`src/rtl/ftdi_tx_arbiter_pkg.sv`:
```
// Shared types and helpers for the FTDI TX arbiter: FSM state encoding,
// default header tag and a constant ceil-log2 used for register sizing.
package ftdi_tx_arbiter_pkg;

   typedef enum logic [1:0] {
      S_IDLE = 2'd0,
      S_WAIT = 2'd1,
      S_REQ  = 2'd2,
      S_ACK  = 2'd3
   } state_t;

   localparam logic [3:0] HDR_TAG_DEFAULT = 4'hA;

   function automatic int clog2(input int value);
      int result;
      result = 0;
      for (int i = 0; i < 31; i++) begin
         if ((32'sd1 <<< i) < value) begin
            result = i + 1;
         end
      end
      return result;
   endfunction

endpackage

```
`src/rtl/ftdi_tx_arbiter_if.sv`:
```
// Requester and FTDI-side signals of the TX arbiter. The slave modport is the
// arbiter's view; the master modport is the view of the surrounding clients.
interface ftdi_tx_arbiter_if #(
   parameter int NUM_REQ = 4
);
   logic [NUM_REQ-1:0]   in_req_valid;
   logic [8*NUM_REQ-1:0] in_req_data;
   logic [NUM_REQ-1:0]   in_req_last;
   logic [NUM_REQ-1:0]   out_req_ready;
   logic [7:0]           out_ctrl_data;
   logic                 out_ctrl_tx_rdy;
   logic                 in_ctrl_tx_ack;
   logic [NUM_REQ-1:0]   out_grant;
   logic                 out_busy;
   logic                 out_timeout;

   modport slave (
      input  in_req_valid, in_req_data, in_req_last, in_ctrl_tx_ack,
      output out_req_ready, out_ctrl_data, out_ctrl_tx_rdy, out_grant, out_busy, out_timeout
   );

   modport master (
      output in_req_valid, in_req_data, in_req_last, in_ctrl_tx_ack,
      input  out_req_ready, out_ctrl_data, out_ctrl_tx_rdy, out_grant, out_busy, out_timeout
   );
endinterface

```
`src/rtl/ftdi_tx_arbiter_rr_arbiter.sv`:
```
// Combinational round-robin pick: one-hot grant of the first request at or
// after the pointer, wrapping. Rotate right, isolate lowest bit, rotate back.
module rr_arbiter #(
   parameter int NUM_REQ = 4,
   parameter int PTR_W   = 2
) (
   input  logic [NUM_REQ-1:0] i_req,
   input  logic [PTR_W-1:0]   i_ptr,
   output logic [NUM_REQ-1:0] o_grant
);
   logic [2*NUM_REQ-1:0] w_dbl_req;
   logic [NUM_REQ-1:0]   w_rot_req;
   logic [NUM_REQ-1:0]   w_rot_pick;
   logic [2*NUM_REQ-1:0] w_dbl_grant;

   assign w_dbl_req   = {i_req, i_req} >> i_ptr;
   assign w_rot_req   = w_dbl_req[NUM_REQ-1:0];
   assign w_rot_pick  = w_rot_req & (~w_rot_req + NUM_REQ'(1));
   assign w_dbl_grant = {w_rot_pick, w_rot_pick} << i_ptr;
   assign o_grant     = w_dbl_grant[2*NUM_REQ-1:NUM_REQ];
endmodule

```
`src/rtl/ftdi_tx_arbiter.sv`:
```
// Packet-granular round-robin arbiter sharing one FTDI TX four-phase
// interlock among NUM_REQ byte-stream requesters, with optional header byte.
module ftdi_tx_arbiter
   import ftdi_tx_arbiter_pkg::*;
#(
   parameter int         NUM_REQ      = 4,
   parameter int         HDR_EN       = 1,
   parameter logic [3:0] HDR_TAG      = HDR_TAG_DEFAULT,
   parameter int         IDLE_TIMEOUT = 255
) (
   input  logic               in_clk,
   input  logic               in_reset_n,
   ftdi_tx_arbiter_if.slave   bus
);
   localparam int PTR_W = (NUM_REQ > 1) ? clog2(NUM_REQ) : 1;
   localparam int CNT_W = clog2(IDLE_TIMEOUT + 1);

   state_t               r_state;
   logic [NUM_REQ-1:0]   r_grant;
   logic [PTR_W-1:0]     r_owner;
   logic [PTR_W-1:0]     r_ptr;
   logic                 r_busy;
   logic [NUM_REQ-1:0]   r_ready;
   logic                 r_tx_rdy;
   logic [7:0]           r_data;
   logic                 r_last;
   logic [CNT_W-1:0]     r_cnt;
   logic                 r_timeout;

   logic [NUM_REQ-1:0]   w_pick;
   logic [PTR_W-1:0]     w_pick_idx;
   logic                 w_owner_valid;
   logic [7:0]           w_owner_data;
   logic                 w_owner_last;
   logic [PTR_W-1:0]     w_ptr_next;

   function automatic logic [PTR_W-1:0] onehot_idx(input logic [NUM_REQ-1:0] vec);
      logic [PTR_W-1:0] idx;
      idx = '0;
      for (int k = 0; k < NUM_REQ; k++) begin
         if (vec[k]) begin
            idx = PTR_W'(k);
         end
      end
      return idx;
   endfunction

   rr_arbiter #(
      .NUM_REQ (NUM_REQ),
      .PTR_W   (PTR_W)
   ) u_rr (
      .i_req   (bus.in_req_valid),
      .i_ptr   (r_ptr),
      .o_grant (w_pick)
   );

   assign w_pick_idx    = onehot_idx(w_pick);
   assign w_owner_valid = bus.in_req_valid[r_owner];
   assign w_owner_last  = bus.in_req_last[r_owner];
   assign w_owner_data  = bus.in_req_data[{r_owner, 3'b000} +: 8];
   assign w_ptr_next    = (r_owner == PTR_W'(NUM_REQ - 1)) ? '0 : r_owner + PTR_W'(1);

   // Arbitration FSM with data/last holding, stall timeout and RR pointer.
   always_ff @(posedge in_clk or negedge in_reset_n) begin
      if (!in_reset_n) begin
         r_state   <= S_IDLE;
         r_grant   <= '0;
         r_owner   <= '0;
         r_ptr     <= '0;
         r_busy    <= 1'b0;
         r_ready   <= '0;
         r_tx_rdy  <= 1'b0;
         r_data    <= 8'h00;
         r_last    <= 1'b0;
         r_cnt     <= '0;
         r_timeout <= 1'b0;
      end else begin
         r_timeout <= 1'b0;
         case (r_state)
            S_IDLE: begin
               if (w_pick != '0) begin
                  r_grant <= w_pick;
                  r_owner <= w_pick_idx;
                  r_busy  <= 1'b1;
                  r_cnt   <= '0;
                  if (HDR_EN != 0) begin
                     r_data   <= {HDR_TAG, 4'(w_pick_idx)};
                     r_last   <= 1'b0;
                     r_tx_rdy <= 1'b1;
                     r_state  <= S_REQ;
                  end else begin
                     r_ready <= w_pick;
                     r_state <= S_WAIT;
                  end
               end
            end
            // A byte arriving on the timeout cycle is still accepted.
            S_WAIT: begin
               if (w_owner_valid) begin
                  r_data   <= w_owner_data;
                  r_last   <= w_owner_last;
                  r_ready  <= '0;
                  r_cnt    <= '0;
                  r_tx_rdy <= 1'b1;
                  r_state  <= S_REQ;
               end else if (r_cnt == CNT_W'(IDLE_TIMEOUT)) begin
                  r_timeout <= 1'b1;
                  r_ready   <= '0;
                  r_grant   <= '0;
                  r_busy    <= 1'b0;
                  r_cnt     <= '0;
                  r_state   <= S_IDLE;
               end else begin
                  r_cnt <= r_cnt + CNT_W'(1);
               end
            end
            S_REQ: begin
               if (bus.in_ctrl_tx_ack) begin
                  r_tx_rdy <= 1'b0;
                  r_state  <= S_ACK;
               end
            end
            S_ACK: begin
               if (!bus.in_ctrl_tx_ack) begin
                  if (r_last) begin
                     r_ptr   <= w_ptr_next;
                     r_grant <= '0;
                     r_busy  <= 1'b0;
                     r_state <= S_IDLE;
                  end else begin
                     r_ready <= r_grant;
                     r_cnt   <= '0;
                     r_state <= S_WAIT;
                  end
               end
            end
            default: begin
               r_grant  <= '0;
               r_busy   <= 1'b0;
               r_ready  <= '0;
               r_tx_rdy <= 1'b0;
               r_state  <= S_IDLE;
            end
         endcase
      end
   end

   assign bus.out_req_ready   = r_ready;
   assign bus.out_ctrl_data   = r_data;
   assign bus.out_ctrl_tx_rdy = r_tx_rdy;
   assign bus.out_grant       = r_grant;
   assign bus.out_busy        = r_busy;
   assign bus.out_timeout     = r_timeout;
endmodule

```
`src/flat_wrapper.sv`:
```
// flat-port wrapper written by rule: the top's interface ports become plain ports
module ftdi_tx_arbiter_flat import ftdi_tx_arbiter_pkg::*;
#(
   parameter int         NUM_REQ      = 4,
   parameter int         HDR_EN       = 1,
   parameter logic [3:0] HDR_TAG      = HDR_TAG_DEFAULT,
   parameter int         IDLE_TIMEOUT = 255
)
  (in_clk, in_reset_n, bus_in_req_valid, bus_in_req_data, bus_in_req_last, bus_in_ctrl_tx_ack, bus_out_req_ready, bus_out_ctrl_data, bus_out_ctrl_tx_rdy, bus_out_grant, bus_out_busy, bus_out_timeout);
  ftdi_tx_arbiter_if #(.NUM_REQ(NUM_REQ)) bus_i ();
  input  logic in_clk;
  input  logic in_reset_n;
  input wire logic [$bits(bus_i.in_req_valid)-1:0] bus_in_req_valid;
  input wire logic [$bits(bus_i.in_req_data)-1:0] bus_in_req_data;
  input wire logic [$bits(bus_i.in_req_last)-1:0] bus_in_req_last;
  input wire logic [$bits(bus_i.in_ctrl_tx_ack)-1:0] bus_in_ctrl_tx_ack;
  output wire logic [$bits(bus_i.out_req_ready)-1:0] bus_out_req_ready;
  output wire logic [$bits(bus_i.out_ctrl_data)-1:0] bus_out_ctrl_data;
  output wire logic [$bits(bus_i.out_ctrl_tx_rdy)-1:0] bus_out_ctrl_tx_rdy;
  output wire logic [$bits(bus_i.out_grant)-1:0] bus_out_grant;
  output wire logic [$bits(bus_i.out_busy)-1:0] bus_out_busy;
  output wire logic [$bits(bus_i.out_timeout)-1:0] bus_out_timeout;
  assign bus_i.in_req_valid = bus_in_req_valid;
  assign bus_i.in_req_data = bus_in_req_data;
  assign bus_i.in_req_last = bus_in_req_last;
  assign bus_i.in_ctrl_tx_ack = bus_in_ctrl_tx_ack;
  assign bus_out_req_ready = bus_i.out_req_ready;
  assign bus_out_ctrl_data = bus_i.out_ctrl_data;
  assign bus_out_ctrl_tx_rdy = bus_i.out_ctrl_tx_rdy;
  assign bus_out_grant = bus_i.out_grant;
  assign bus_out_busy = bus_i.out_busy;
  assign bus_out_timeout = bus_i.out_timeout;
  ftdi_tx_arbiter #(.NUM_REQ(NUM_REQ), .HDR_EN(HDR_EN), .HDR_TAG(HDR_TAG), .IDLE_TIMEOUT(IDLE_TIMEOUT)) u_core (.in_clk(in_clk), .in_reset_n(in_reset_n), .bus(bus_i));
endmodule
```
`config.mk`:
```
export PLATFORM = sky130hd
export DESIGN_NAME = ftdi_tx_arbiter_flat
export DESIGN_NICKNAME = d
export VERILOG_FILES = /design/src/rtl/ftdi_tx_arbiter_pkg.sv /design/src/rtl/ftdi_tx_arbiter_if.sv /design/src/rtl/ftdi_tx_arbiter_rr_arbiter.sv /design/src/rtl/ftdi_tx_arbiter.sv /design/src/flat_wrapper.sv
export SDC_FILE = /design/constraint.sdc
export NUM_CORES = 1
export LEC_CHECK = 0
export BUFFER_PORTS_ARGS = -buffer_cell sky130_fd_sc_hd__buf_2
export CAP_MARGIN = 0
export CELL_PAD_IN_SITES_DETAIL_PLACEMENT = 0
export CELL_PAD_IN_SITES_GLOBAL_PLACEMENT = 1
export CORE_ASPECT_RATIO = 0.6
export CORE_MARGIN = 2
export CORE_UTILIZATION = 40
export DETAILED_ROUTE_END_ITERATION = 12
export GPL_TIMING_DRIVEN = 0
export PLACE_DENSITY_LB_ADDON = 0.12
export SYNTH_ARGS = -nofsm -noshare
export SYNTH_HDL_FRONTEND = slang
export SYNTH_SLANG_ARGS = --single-unit
```
`constraint.sdc`:
```
create_clock -name in_clk -period 4.9 [get_ports in_clk]
set_clock_uncertainty 0.15 [all_clocks]
set_input_delay 0.245 -clock in_clk [delete_from_list [all_inputs] [get_ports in_clk]]
set_output_delay 0.245 -clock in_clk [all_outputs]
set_load 0.005 [all_outputs]
```
Yosys cells after proc, flatten, opt, wreduce, memory -nomap -nowiden

Cells that the tools add are included.
Widths: inputs -> output; s select.

Register bits: 34
Input port bits: 43
Output and inout port bits: 19
Word-level logic and storage cells: 98

Add/sub/neg operators: 3
$lt $le $gt $ge: 1
Equality and inequality tests: 14
Shift operators: 3
Mux-type cells: 49
Bitwise gates (word level): 3
Reductions and logical operators: 14

Operators with widths:

| operator            | count |
|---|---|
| $mux 8              | 7 |
| $mux 4              | 8 |
| $shiftx 32x6->8     | 1 |
| $pmux 8 s3          | 1 |
| $mux 1              | 16 |
| $mux 2              | 8 |
| $pmux 8 s2          | 1 |
| $reduce_and 4->1    | 4 |
| $pmux 4 s3          | 1 |
| $add 8x1->8 const B | 1 |
| $eq 8x8->1 const B  | 1 |
| $ne 2x1->1 const B  | 4 |
| $ne 2x2->1 const B  | 4 |
| $pmux 2 s4          | 1 |
| $pmux 4 s2          | 1 |
| $shl 8x2->8         | 1 |
| $shr 8x2->4         | 1 |
| $eq 2x2->1 const B  | 3 |
| $pmux 1 s3          | 2 |
| $reduce_and 3->1    | 2 |
| $reduce_and 6->1    | 1 |
| $reduce_bool 3->1   | 2 |
| $add 4x1->4 const B | 1 |
| $and 4x4->4         | 1 |
| other kinds (12)    | 14 |

Longest topological paths before layout

Gate-level depths: netlist of run 1.

Depth in word-level cells: 10
Depth in mapped cells: 7
Mapped depth without buffers: 6

Modules after synthesis

A second synthesis of run 1 with hierarchy kept.

Cell total of the unflattened synthesis: 186
Area total of the unflattened synthesis: 1,893.1 µm²

By module, submodules not included:

| module          | instances | cells an instance | area each (µm²) | seq. area each (µm²) |
|---|---|---|---|---|
| ftdi_tx_arbiter | 1         | 168               | 1,790.5         | 850.8 |
| rr_arbiter      | 1         | 18                | 102.6           | 0.0 |

Worst setup path after synthesis of run 1

No wires, ideal clock.

Path kind: reg-to-reg
From: register u_core.r_owner[1]
To: register u_core.r_grant[1], in the netlist u_core.bus.out_grant[1]
Library setup time: 0.096 ns
Data arrival time: 1.650 ns
Required time: 4.654 ns
Path slack: 3.005 ns
Cell stages (with the launch flop): 5
Buffers on the path: 0
Clock period less this slack: 1.895 ns
Path through: dfrtp_1 > mux4_2 > o41ai_2 > nand3b_2 > o31ai_1

Cells in the longest elaborated chain, start to end: 4

Ends and longest elaborated chain:

| what                              | RTL line              | text |
|---|---|---|
| start: declaration                | ftdi_tx_arbiter.sv:20 | `logic [PTR_W-1:0] r_owner;` |
| start signal: assignment          | ftdi_tx_arbiter.sv:83 | `r_owner <= w_pick_idx;` |
| $bmux 1 s2                        | ftdi_tx_arbiter.sv:58 | `assign w_owner_valid = bus.in_req_valid[r_owner];` |
| $mux 1 (not written as such)      | ftdi_tx_arbiter.sv:58 |  |
| $ne 2x2->1 (no source line)       | n/a                   |  |
| $reduce_and 6->1 (no source line) | n/a                   |  |
| end signal: assignment            | ftdi_tx_arbiter.sv:82 | `r_grant <= w_pick;` |
| end: declaration                  | ftdi_tx_arbiter.sv:19 | `logic [NUM_REQ-1:0] r_grant;` |

Every way passes these cells. The select of a mux whose other input is x is not followed.
A chain may end at the register's enable or synchronous reset.

Worst setup path in the final report of run 1

From: register u_core.r_cnt[0]
To: register u_core.r_cnt[3]

Cells in the longest elaborated chain, start to end: 4
Elaborated cells on any way between the ends: 5
Classes of those cells: add/sub: 1; eq/ne: 1; mux: 3

Ends and longest elaborated chain:

| what                                      | RTL line                                       | text |
|---|---|---|
| start: declaration                        | ftdi_tx_arbiter.sv:27                          | `logic [CNT_W-1:0] r_cnt;` |
| start signal: assignment                  | ftdi_tx_arbiter.sv:114                         | `r_cnt <= r_cnt + CNT_W'(1);` |
| $add 8x1->8 or $eq 8x8->1 (tied branches) | ftdi_tx_arbiter.sv:114, ftdi_tx_arbiter.sv:106 |  |
| $mux 8 (*)                                | ftdi_tx_arbiter.sv:106                         | `end else if (r_cnt == CNT_W'(IDLE_TIMEOUT)) begin` |
| $mux 8 (*)                                | ftdi_tx_arbiter.sv:99                          | `if (w_owner_valid) begin` |
| $pmux 8 s3 (*)                            | ftdi_tx_arbiter.sv:79                          | `case (r_state)` |

Every way passes the cells marked *; elsewhere a longest branch is shown, timed or not.

==> metrics, run 1 <==
Die Area 5280 um2; initial antenna violation count 0; Unique masters post-synth 37; WL final 4.36 mm; largest net degree at the start of global routing 35; pwr dens 497 nW/um2; WP data required 4.92 ns; I/O pins 62; Final Max Slew Viols 0; Rel. slew slack 0.493; average size of a mapped cell 9.94 um2; final setup vio count 0; Die X 92.5 um; Yosys top cell area share 0.453; overflow left after global routing 0; GRT Util Overall 0.179; number of synthesized flops with an enable pin 0; Syn Inst Count 189; CP startpoint kind flop; post-route cell area 2350 um2; Final Hold Viols 0; residual DRC count 0; period utilization 0.425; Synth Area in XOR/XNOR 0; vias in the first global route 1,516; crit path time final 2.08 ns; input/output buffers 60; layout cells sized above 1 0.335; Core Box Area 4540 um2; Synth area leaders dfrtp_1, mux4_2, nand2_1, o21ai_0, a22o_1; clock slew seen by the registers of the worst setup and hold paths 0.07 ns; adder-cell area share of the yosys netlist 0.0133; Non-Filler Instances 320; Pwr Total 1.17 mW; post_cts resized 0; ANT cells 0; hold slack final 0.112 ns; area delta synth->final 24.9%; top_reg_cell synth dfrtp_1; DP Cell Count 312; Pleak 1.12 nW; critical path class reg -> reg; final net count 302; Initial Util 0.414; crit-path max FO 5; DP HPWL 3.38 mm; Placed Area 2260 um2; largest family of logic cells by synthesized area simple AND/OR/NAND/NOR gates; setup TNS 0 ns; syn_nets 234; clk sink count 34; leading area contributor after synthesis dfrtp_1; cts bufs inserted 5; WP data arrival 2.10 ns; DR pass1 iterations 5; Final WS setup 2.82 ns; Max IR drop VDD 166 uV; sequential fraction of the synthesis area 0.453; pre-CTS setup slack 2.83 ns; Routed Antenna Nets 0; Max Buffers Root-to-Sink 2; Post-Synth Simple-Gate Area 0.186; Crit. End Element flop; num rows 19; 1st-iter DRT viols 100; path category of the worst min-delay check in -> reg; DR vias/cell 5.00; MaxCap Viol Count 0; CTS tree built; Layout Utilization 0.517; YS warnings 0; fillers 443; cell with the most instances after synthesis nand2_1; unrepaired setup endpoints after global routing no; asr flop ratio synth 1.00; Die H 57.1 um; Netlist Area Pre-Place 1880 um2; Routed wire per std cell 13.6 um; H-tree levels 2; Seq cells post-synth 34; most frequent cells after synthesis nand2_1, dfrtp_1, o21ai_0; routability cong. 0.789; status completed; Worst-Margin Slew 0.750 ns; complex-gate fraction of the synthesized area 0.178; CTS Root Cell clkbuf_8; mux share of post-synthesis cell area 0.137; fmax 0.480 GHz; first-pass GRT wire length 7.43 mm; Vias 1,600; Worst-Skew Late Latency 0.28 ns
-- worst max-delay path, stage by stage, from the launching register on --
cell,delay (ns)
dfrtp_1,0.42
ha_1,0.23
nand3_1,0.18
or3_1,0.48
nand2_1,0.18
nor3_1,0.07
a211o_1,0.26
-- cell type report --
class / count / area [um2] / area share
repair buffers: 61 / 310 / 0.132
inverters: 4 / 15.0 / 0.00640
well taps: 63 / 78.8 / 0.0336
plain buffers: 10 / 47.5 / 0.0203
clock inverters: 2 / 10.0 / 0.00426
flip-flops and latches: 34 / 851 / 0.362
clock buffers: 5 / 68.8 / 0.0293
multi-input cells: 141 / 966 / 0.412
-- logic make-up after synthesis --
| kind of cell | after synthesis |
|---|---|
| AND/OR/NAND/NOR | 74 |
| AO/OA/AOI/OAI | 52 |
| flip-flops | 34 |
| buffers and inverters | 14 |
| multiplexers | 13 |
| adder cells (fa/ha/maj) | 2 |
-- worst paths after layout --
kind                                        startpoint                     endpoint  slack (ns)  depth (start not counted)
max                                    u_core.r_cnt[0]              u_core.r_cnt[3]        2.82                          6
min                                bus_in_req_valid[0]      u_core.bus.out_grant[0]        0.11                          3
max reg2reg                            u_core.r_cnt[0]              u_core.r_cnt[3]        2.82                          6
min reg2reg                u_core.bus.out_ctrl_data[6]  u_core.bus.out_ctrl_data[6]        0.32                          2
max in group asynchronous                   in_reset_n              u_core.r_ptr[0]        3.70                          2
min in group asynchronous                   in_reset_n  u_core.bus.out_req_ready[2]        0.42                          2
-- cell usage in the layout (no fill, tap or decap), types with 2 or more instances in the layout --
| cell type | n |
|---|---|
| o21ai_0 | 22 |
| o31ai_1 | 6 |
| clkinv_2 | 2 |
| dfrtp_1 | 34 |
| buf_2 | 62 |
| nand3_1 | 3 |
| mux2_2 | 2 |
| nand3b_1 | 2 |
| mux4_2 | 10 |
| or3_1 | 2 |
| nor2_1 | 10 |
| inv_1 | 4 |
| a211o_1 | 2 |
| nor2b_1 | 4 |
| clkbuf_8 | 5 |
| nand2_1 | 36 |
| a22o_1 | 6 |
| a21oi_1 | 8 |
| clkbuf_1 | 7 |
| nor3_1 | 5 |
| ha_1 | 2 |
| nand2b_1 | 5 |
-- flip-flops by register name, indices dropped and copies added (netlist names), 2 cells and up --
signal,count
u_core.r_state,2
u_core.r_ptr,2
u_core.r_cnt,8
u_core.bus.out_req_ready,4
u_core.bus.out_ctrl_data,8
u_core.r_owner,2
u_core.bus.out_grant,4
-- where the power goes --
group | switching (mW) | total [mW] | internal (mW)
Clock | 0.0942 | 0.189 | 0.0952
Combinational | 0.291 | 0.536 | 0.245
Sequential | 0.0660 | 0.441 | 0.375
Total | 0.451 | 1.17 | 0.715
-- layer usage --
layer,wire length (um),vias up,global-route usage
met2,1700,55,0.245
met3,308,2,0.0489
met4,13,0,0.0384
met5,0,-,0
met1,2340,715,0.282
li1,-,828,-
-- timing repair --
action | CTS | global route
setup buffers | 0 | 0
endpoints found under the setup margin | 0 | 0
hold buffers | 1 | 0
hold endpoints to repair | 34 | 0
Power figures use the tool's default switching activity.
==> inputs of run 2 (changes only) <==
--- a/config.mk
+++ b/config.mk
@@ -5,13 +5,14 @@
 export SDC_FILE = /design/constraint.sdc
 export NUM_CORES = 1
 export LEC_CHECK = 0
+export ABC_AREA = 1
 export BUFFER_PORTS_ARGS = -buffer_cell sky130_fd_sc_hd__buf_2
 export CAP_MARGIN = 0
 export CELL_PAD_IN_SITES_DETAIL_PLACEMENT = 0
 export CELL_PAD_IN_SITES_GLOBAL_PLACEMENT = 1
 export CORE_ASPECT_RATIO = 0.6
 export CORE_MARGIN = 2
-export CORE_UTILIZATION = 40
+export CORE_UTILIZATION = 37
 export DETAILED_ROUTE_END_ITERATION = 12
 export GPL_TIMING_DRIVEN = 0
 export PLACE_DENSITY_LB_ADDON = 0.12
==> constraint.sdc (replaced) <==
create_clock -name in_clk -period 2 [get_ports in_clk]
set_clock_uncertainty 0.15 [all_clocks]
set_input_delay 0.1 -clock in_clk [delete_from_list [all_inputs] [get_ports in_clk]]
set_output_delay 0.1 -clock in_clk [all_outputs]
set_load 0.005 [all_outputs]
==> metrics, run 2 <==
I/O pins 62; flop2flop setup slack -0.15 ns; Die X 105 um; NetSw 2.55 mW; top_reg_cell synth dfrtp_1; number of synthesized flops with an enable pin 0; DR pass1 iterations 4; Final WS setup -0.153 ns; pwr dens 1610 nW/um2; Die Area 6720 um2; CTS tree built; post-route cell area 3270 um2; Worst-Margin Slew 0.792 ns; clock slew seen by the registers of the worst setup and hold paths 0.07 ns; power share of the clock group 0.117; Critical Path Start u_core.r_ptr[1]; setup TNS -2.12 ns; Synth area leaders dfrtp_1, nand2_1, nand3_1, nor2_1, o21ai_0; 1st-iter DRT viols 98; Vias 2,392; Die H 64.3 um; overflow left after global routing 0; path category of the worst min-delay check in -> reg; WP data required 2.03 ns; Switching Fraction 0.483; num rows 21; failing checks negative setup slack; WP data arrival 2.19 ns; critical path endpoint u_core.bus.out_ctrl_data[2]; CTS Root Cell clkbuf_8; period utilization 1.08; Layout Utilization 0.574; area delta synth->final 46.0%; Core Box Area 5700 um2; clk sink count 34; Placed Area 2650 um2; multi-input logic area 1460 um2; leading area contributor after synthesis dfrtp_1; asr flop ratio synth 1.00; layout cells sized above 1 0.436; R2R Path End u_core.bus.out_ctrl_data[2]; crit path time final 2.15 ns; DP HPWL 4.45 mm; Crit. End Element flop; Final Max Slew Viols 0; cts bufs inserted 5; vias in the first global route 2,436; Final Hold Viols 0; YS warnings 0; Max Buffers Root-to-Sink 2; GRT Util Overall 0.211; min-delay src bus_in_req_data[23]; Yosys top cell area share 0.379; cell with the most instances after synthesis nand2_1; final net count 455; Seq cells post-synth 34; sequential fraction of the synthesis area 0.379; Seq. cell area 851 um2; first-pass GRT wire length 11.3 mm; FF-to-FF path depth 17; Unique masters post-synth 32; final setup vio count 25; CP startpoint kind flop; input/output buffers 61; Pleak 1.68 nW; most frequent cells after synthesis nand2_1, dfrtp_1, nor2_1; RR Startpoint u_core.r_ptr[1]; fmax 0.464 GHz; syn_nets 357; fillers 558; critical path class reg -> reg; crit-path max FO 9; residual DRC count 0; commonest non-fill, non-tap cell in the layout nand2_1; Flop pwr share 0.206; Pint 2.73 mW; ANT cells 0; unrepaired setup endpoints after global routing yes; MaxCap Viol Count 0; Worst-Skew Late Latency 0.29 ns; routability cong. 0.863; Rel. slew slack 0.472; Routed Antenna Nets 0; status finished, violations left; Netlist Area Pre-Place 2240 um2; H-tree levels 2; Syn Inst Count 312; Routed wire per std cell 13.4 um; largest net degree at the start of global routing 35; WL final 6.56 mm; Max IR drop VDD 611 uV; Gate power share 0.676; initial antenna violation count 0; Initial Util 0.393; average size of a mapped cell 7.19 um2; commonest cells after routing, fill and taps aside nand2_1, buf_2, dfrtp_1; DR vias/cell 4.87
[run 2: changes by cell type after synthesis, moves of 9 or more]
cell     change
inv_1       +20
nand3_1     +28
mux4_2      -10
o21ai_2      +9
nand2_1     +58
nor2_1      +22
[run 2: final cells by class]
cell class,instances,share of cell area
well taps,80,0.0306
multi-input cells,241,0.446
repair buffers,92,0.177
inverters,27,0.0355
plain buffers,9,0.0180
flip-flops and latches,34,0.260
clock buffers,8,0.0336
[run 2: worst min path at each step]
stage	cells past startpoint	slack, ns	end
2_1_floorplan	0	-0.35	u_core.bus.out_busy
3_3_place_gp	1	0.07	u_core.r_ptr[0]
3_5_place_dp	1	0.08	u_core.r_ptr[0]
4_1_cts	5	0.05	u_core.bus.out_ctrl_data[7]
5_1_grt	5	0.08	u_core.bus.out_ctrl_data[7]
6_report	5	0.05	u_core.bus.out_ctrl_data[7]
[run 2: timing repair]
action | in CTS | in global routing
setup endpoints to repair | 32 | 31
pin swaps | 20 | 15
hold endpoints to repair | 35 | 0
hold buffers | 2 | 0
buffers inserted | 26 | 5
gates cloned | 1 | 0
gates resized for setup | 46 | 36
[run 2: cell families after synthesis]
group | after synthesis | synth area share
DFF | 34 | 0.379
AOI/OAI and AO/OA | 49 | 0.131
xor gates and xnor gates | 1 | 0.00390
buffers and inverters | 37 | 0.0792
and+or+nand+nor | 189 | 0.395
adders and majority gates | 2 | 0.0112
[run 2: power groups by stage]
stage / clock (mW) / combinational [mW] / sequential (mW)
after floorplan: 0 / 1.90 / 1.07
after global placement: 0 / 2.55 / 1.07
after detailed placement: 0 / 2.58 / 1.08
after CTS: 0.627 / 3.34 / 1.08
after global routing: 0.671 / 3.94 / 1.12
final: 0.620 / 3.57 / 1.09
[run 2: through the flow]
step | worst slack (ns) | std cells | hold slack [ns] | power, mW
floorplan | 0.0253 | 312 | -0.346 | 2.97
global placement | -0.378 | 453 | 0.0680 | 3.62
detailed placement | -0.452 | 453 | 0.0763 | 3.66
CTS | -0.124 | 488 | 0.0550 | 5.05
global route | -0.276 | 491 | 0.0765 | 5.72
finish | -0.153 | 491 | 0.0542 | 5.28
[run 2: per-layer routing]
| metal | share of wire | vias to the layer above | global-route usage | wire length [um] |
|---|---|---|---|---|
| li1 | - | 1226 | - | - |
| met1 | 0.53 | 1118 | 0.298 | 3450 |
| met2 | 0.42 | 44 | 0.322 | 2730 |
| met3 | 0.050 | 4 | 0.0602 | 326 |
| met4 | 0.0073 | 0 | 0.0456 | 48 |
| met5 | 0 | - | 0 | 0 |
[run 2: critical path, cell delays in order (launching register included)]
cell	delay [ns]
dfrtp_1	0.39
buf_6	0.16
inv_8	0.09
nand3_2	0.11
nand2_4	0.12
nand2_4	0.05
nor2_4	0.12
nand2_2	0.07
nand3_2	0.06
nand2_2	0.07
nand2_4	0.10
nor2_4	0.06
nand2_8	0.08
nand2_8	0.07
buf_6	0.13
buf_6	0.11
nand2_2	0.05
o21ai_2	0.05
==> inputs of run 3 (changes only) <==
--- a/config.mk
+++ b/config.mk
@@ -16,6 +16,7 @@
 export DETAILED_ROUTE_END_ITERATION = 12
 export GPL_TIMING_DRIVEN = 0
 export PLACE_DENSITY_LB_ADDON = 0.12
+export REMOVE_ABC_BUFFERS = 1
 export SYNTH_ARGS = -nofsm -noshare
 export SYNTH_HDL_FRONTEND = slang
 export SYNTH_SLANG_ARGS = --single-unit
==> metrics, run 3 (synthesis gave the netlist of run 2 again) <==
commonest non-fill, non-tap cell in the layout nand2_1; Die Area 6720 um2; H-tree levels 2; ANT cells 0; Die H 64.3 um; I/O pins 62; hold slack final 0.0558 ns; Max Buffers Root-to-Sink 2; Routed Antenna Nets 0; WP data required 2.03 ns; Crit. End Element flop; post-route cell area 3370 um2; Rel. slew slack 0.484; CTS Root Cell clkbuf_8; largest net degree at the start of global routing 35; Worst-Margin Slew 0.774 ns; first-pass GRT wire length 11.5 mm; pre-CTS setup slack -1.11 ns; DP HPWL 4.10 mm; CP cell instances clkinv_4, nand2_4, nand3_4, nand2_4, nand2_4, nor2_4, nand2_2, nand3_2, nand2_2, nand2_4, nor2_4, nand2_8, buf_12, nand2_8, nand2_1, o21ai_2; routability cong. 0.834; CTS tree built; num rows 21; WP data arrival 2.19 ns; Worst-Skew Late Latency 0.29 ns; most frequent CP cell nand2_4; fmax 0.463 GHz; Placed Area 2580 um2; NetSw 2.64 mW; Switching Fraction 0.477; Final WS setup -0.159 ns; Pleak 1.70 nW; GRT Util Overall 0.214; DR pass1 iterations 4; layout cells sized above 1 0.464; Final Hold Viols 0; crit-path max FO 7; Worst path max stage delay 0.46 ns; Final Max Slew Viols 0; crit path time final 2.16 ns; residual DRC count 0; clock slew seen by the registers of the worst setup and hold paths 0.08 ns; Layout Utilization 0.591; final setup vio count 26; input/output buffers 61; status finished, violations left; overflow left after global routing 0; cts bufs inserted 5; MaxCap Viol Count 0; Flop pwr share 0.209; Max IR drop VDD 894 uV; period utilization 1.08; critical path class reg -> reg; CP startpoint kind flop; initial antenna violation count 0; failing checks negative setup slack; DR vias/cell 4.99; Gate power share 0.652; 1st-iter DRT viols 157; setup TNS -2.23 ns; WL final 7.01 mm; vias in the first global route 2,377; commonest cells after routing, fill and taps aside nand2_1, buf_2, buf_4, dfrtp_1, nor2_1; final net count 456; Pint 2.89 mW; Slowest-stage cell, CP dfrtp_2; path category of the worst min-delay check in -> reg; Routed wire per std cell 14.2 um; Initial Util 0.393; Vias 2,454; Core Box Area 5700 um2; pwr dens 1640 nW/um2; clk sink count 34; Die X 105 um; power share of the clock group 0.140; area delta synth->final 50.3%; unrepaired setup endpoints after global routing yes
run 3: worst max-delay path, delay by kind of cell (launching register included):
family / cells / cell delay (ns)
AO/OA/AOI/OAI: 1 / 0.05
flip-flops: 1 / 0.46
AND/OR/NAND/NOR: 13 / 1.10
buffers and inverters: 2 / 0.28
run 3: cell type report:
| type | instances | area, um2 |
|---|---|---|
| Fill cell | 541 | 2330 |
| Clock buffer | 5 | 68.8 |
| Inverter | 27 | 116 |
| Sequential cell | 34 | 860 |
| Tap cell | 80 | 100 |
| Multi-Input combinational cell | 245 | 1530 |
| Timing Repair inverter | 1 | 5.00 |
| Timing Repair Buffer | 97 | 626 |
| Clock inverter | 3 | 68.8 |
run 3: through the flow:
step                power (mW)  instances
floorplan                 2.83        302
global placement          3.46        443
detailed placement        3.48        443
CTS                       5.05        480
global route              5.97        492
finish                    5.53        492
run 3: metal layers:
metal	vias up	GRT usage	share of wire
li1	1239	-	-
met1	1144	0.315	0.51
met2	65	0.322	0.43
met3	6	0.0500	0.057
met4	0	0.0338	0.0076
met5	-	0	0
run 3: timing repair:
item | 4_1_cts | 5_1_grt
resized for setup | 39 | 39
hold buffers | 2 | 0
gates cloned | 4 | 1
endpoints found under the hold margin | 36 | 0
endpoints found under the setup margin | 32 | 31
buffers inserted | 23 | 11
pin swaps | 20 | 10
run 3: path summary, 6_finish.rpt:
| check | startpoint | endpoint | slack (ns) | depth (start not counted) |
|---|---|---|---|---|
| hold reg to reg | u_core.bus.out_busy | u_core.bus.out_busy | 0.32 | 2 |
| setup / recovery | u_core.r_ptr[0] | u_core.bus.out_ctrl_data[1] | -0.16 | 16 |
| hold / removal | bus_in_req_data[2] | u_core.bus.out_ctrl_data[2] | 0.06 | 5 |
| max in group asynchronous | in_reset_n | u_core.r_owner[0] | 0.85 | 2 |
| min in group asynchronous | in_reset_n | u_core.r_cnt[5] | 0.26 | 2 |
| setup reg to reg | u_core.r_ptr[0] | u_core.bus.out_ctrl_data[1] | -0.16 | 16 |
run 3: power groups by stage:
stage | combinational (mW) | sequential, mW | clock [mW]
6_report | 3.61 | 1.15 | 0.773
5_1_grt | 3.96 | 1.18 | 0.822
4_1_cts | 3.12 | 1.14 | 0.789
3_5_place_dp | 2.25 | 1.23 | 0
3_3_place_gp | 2.23 | 1.23 | 0
2_1_floorplan | 1.65 | 1.17 | 0
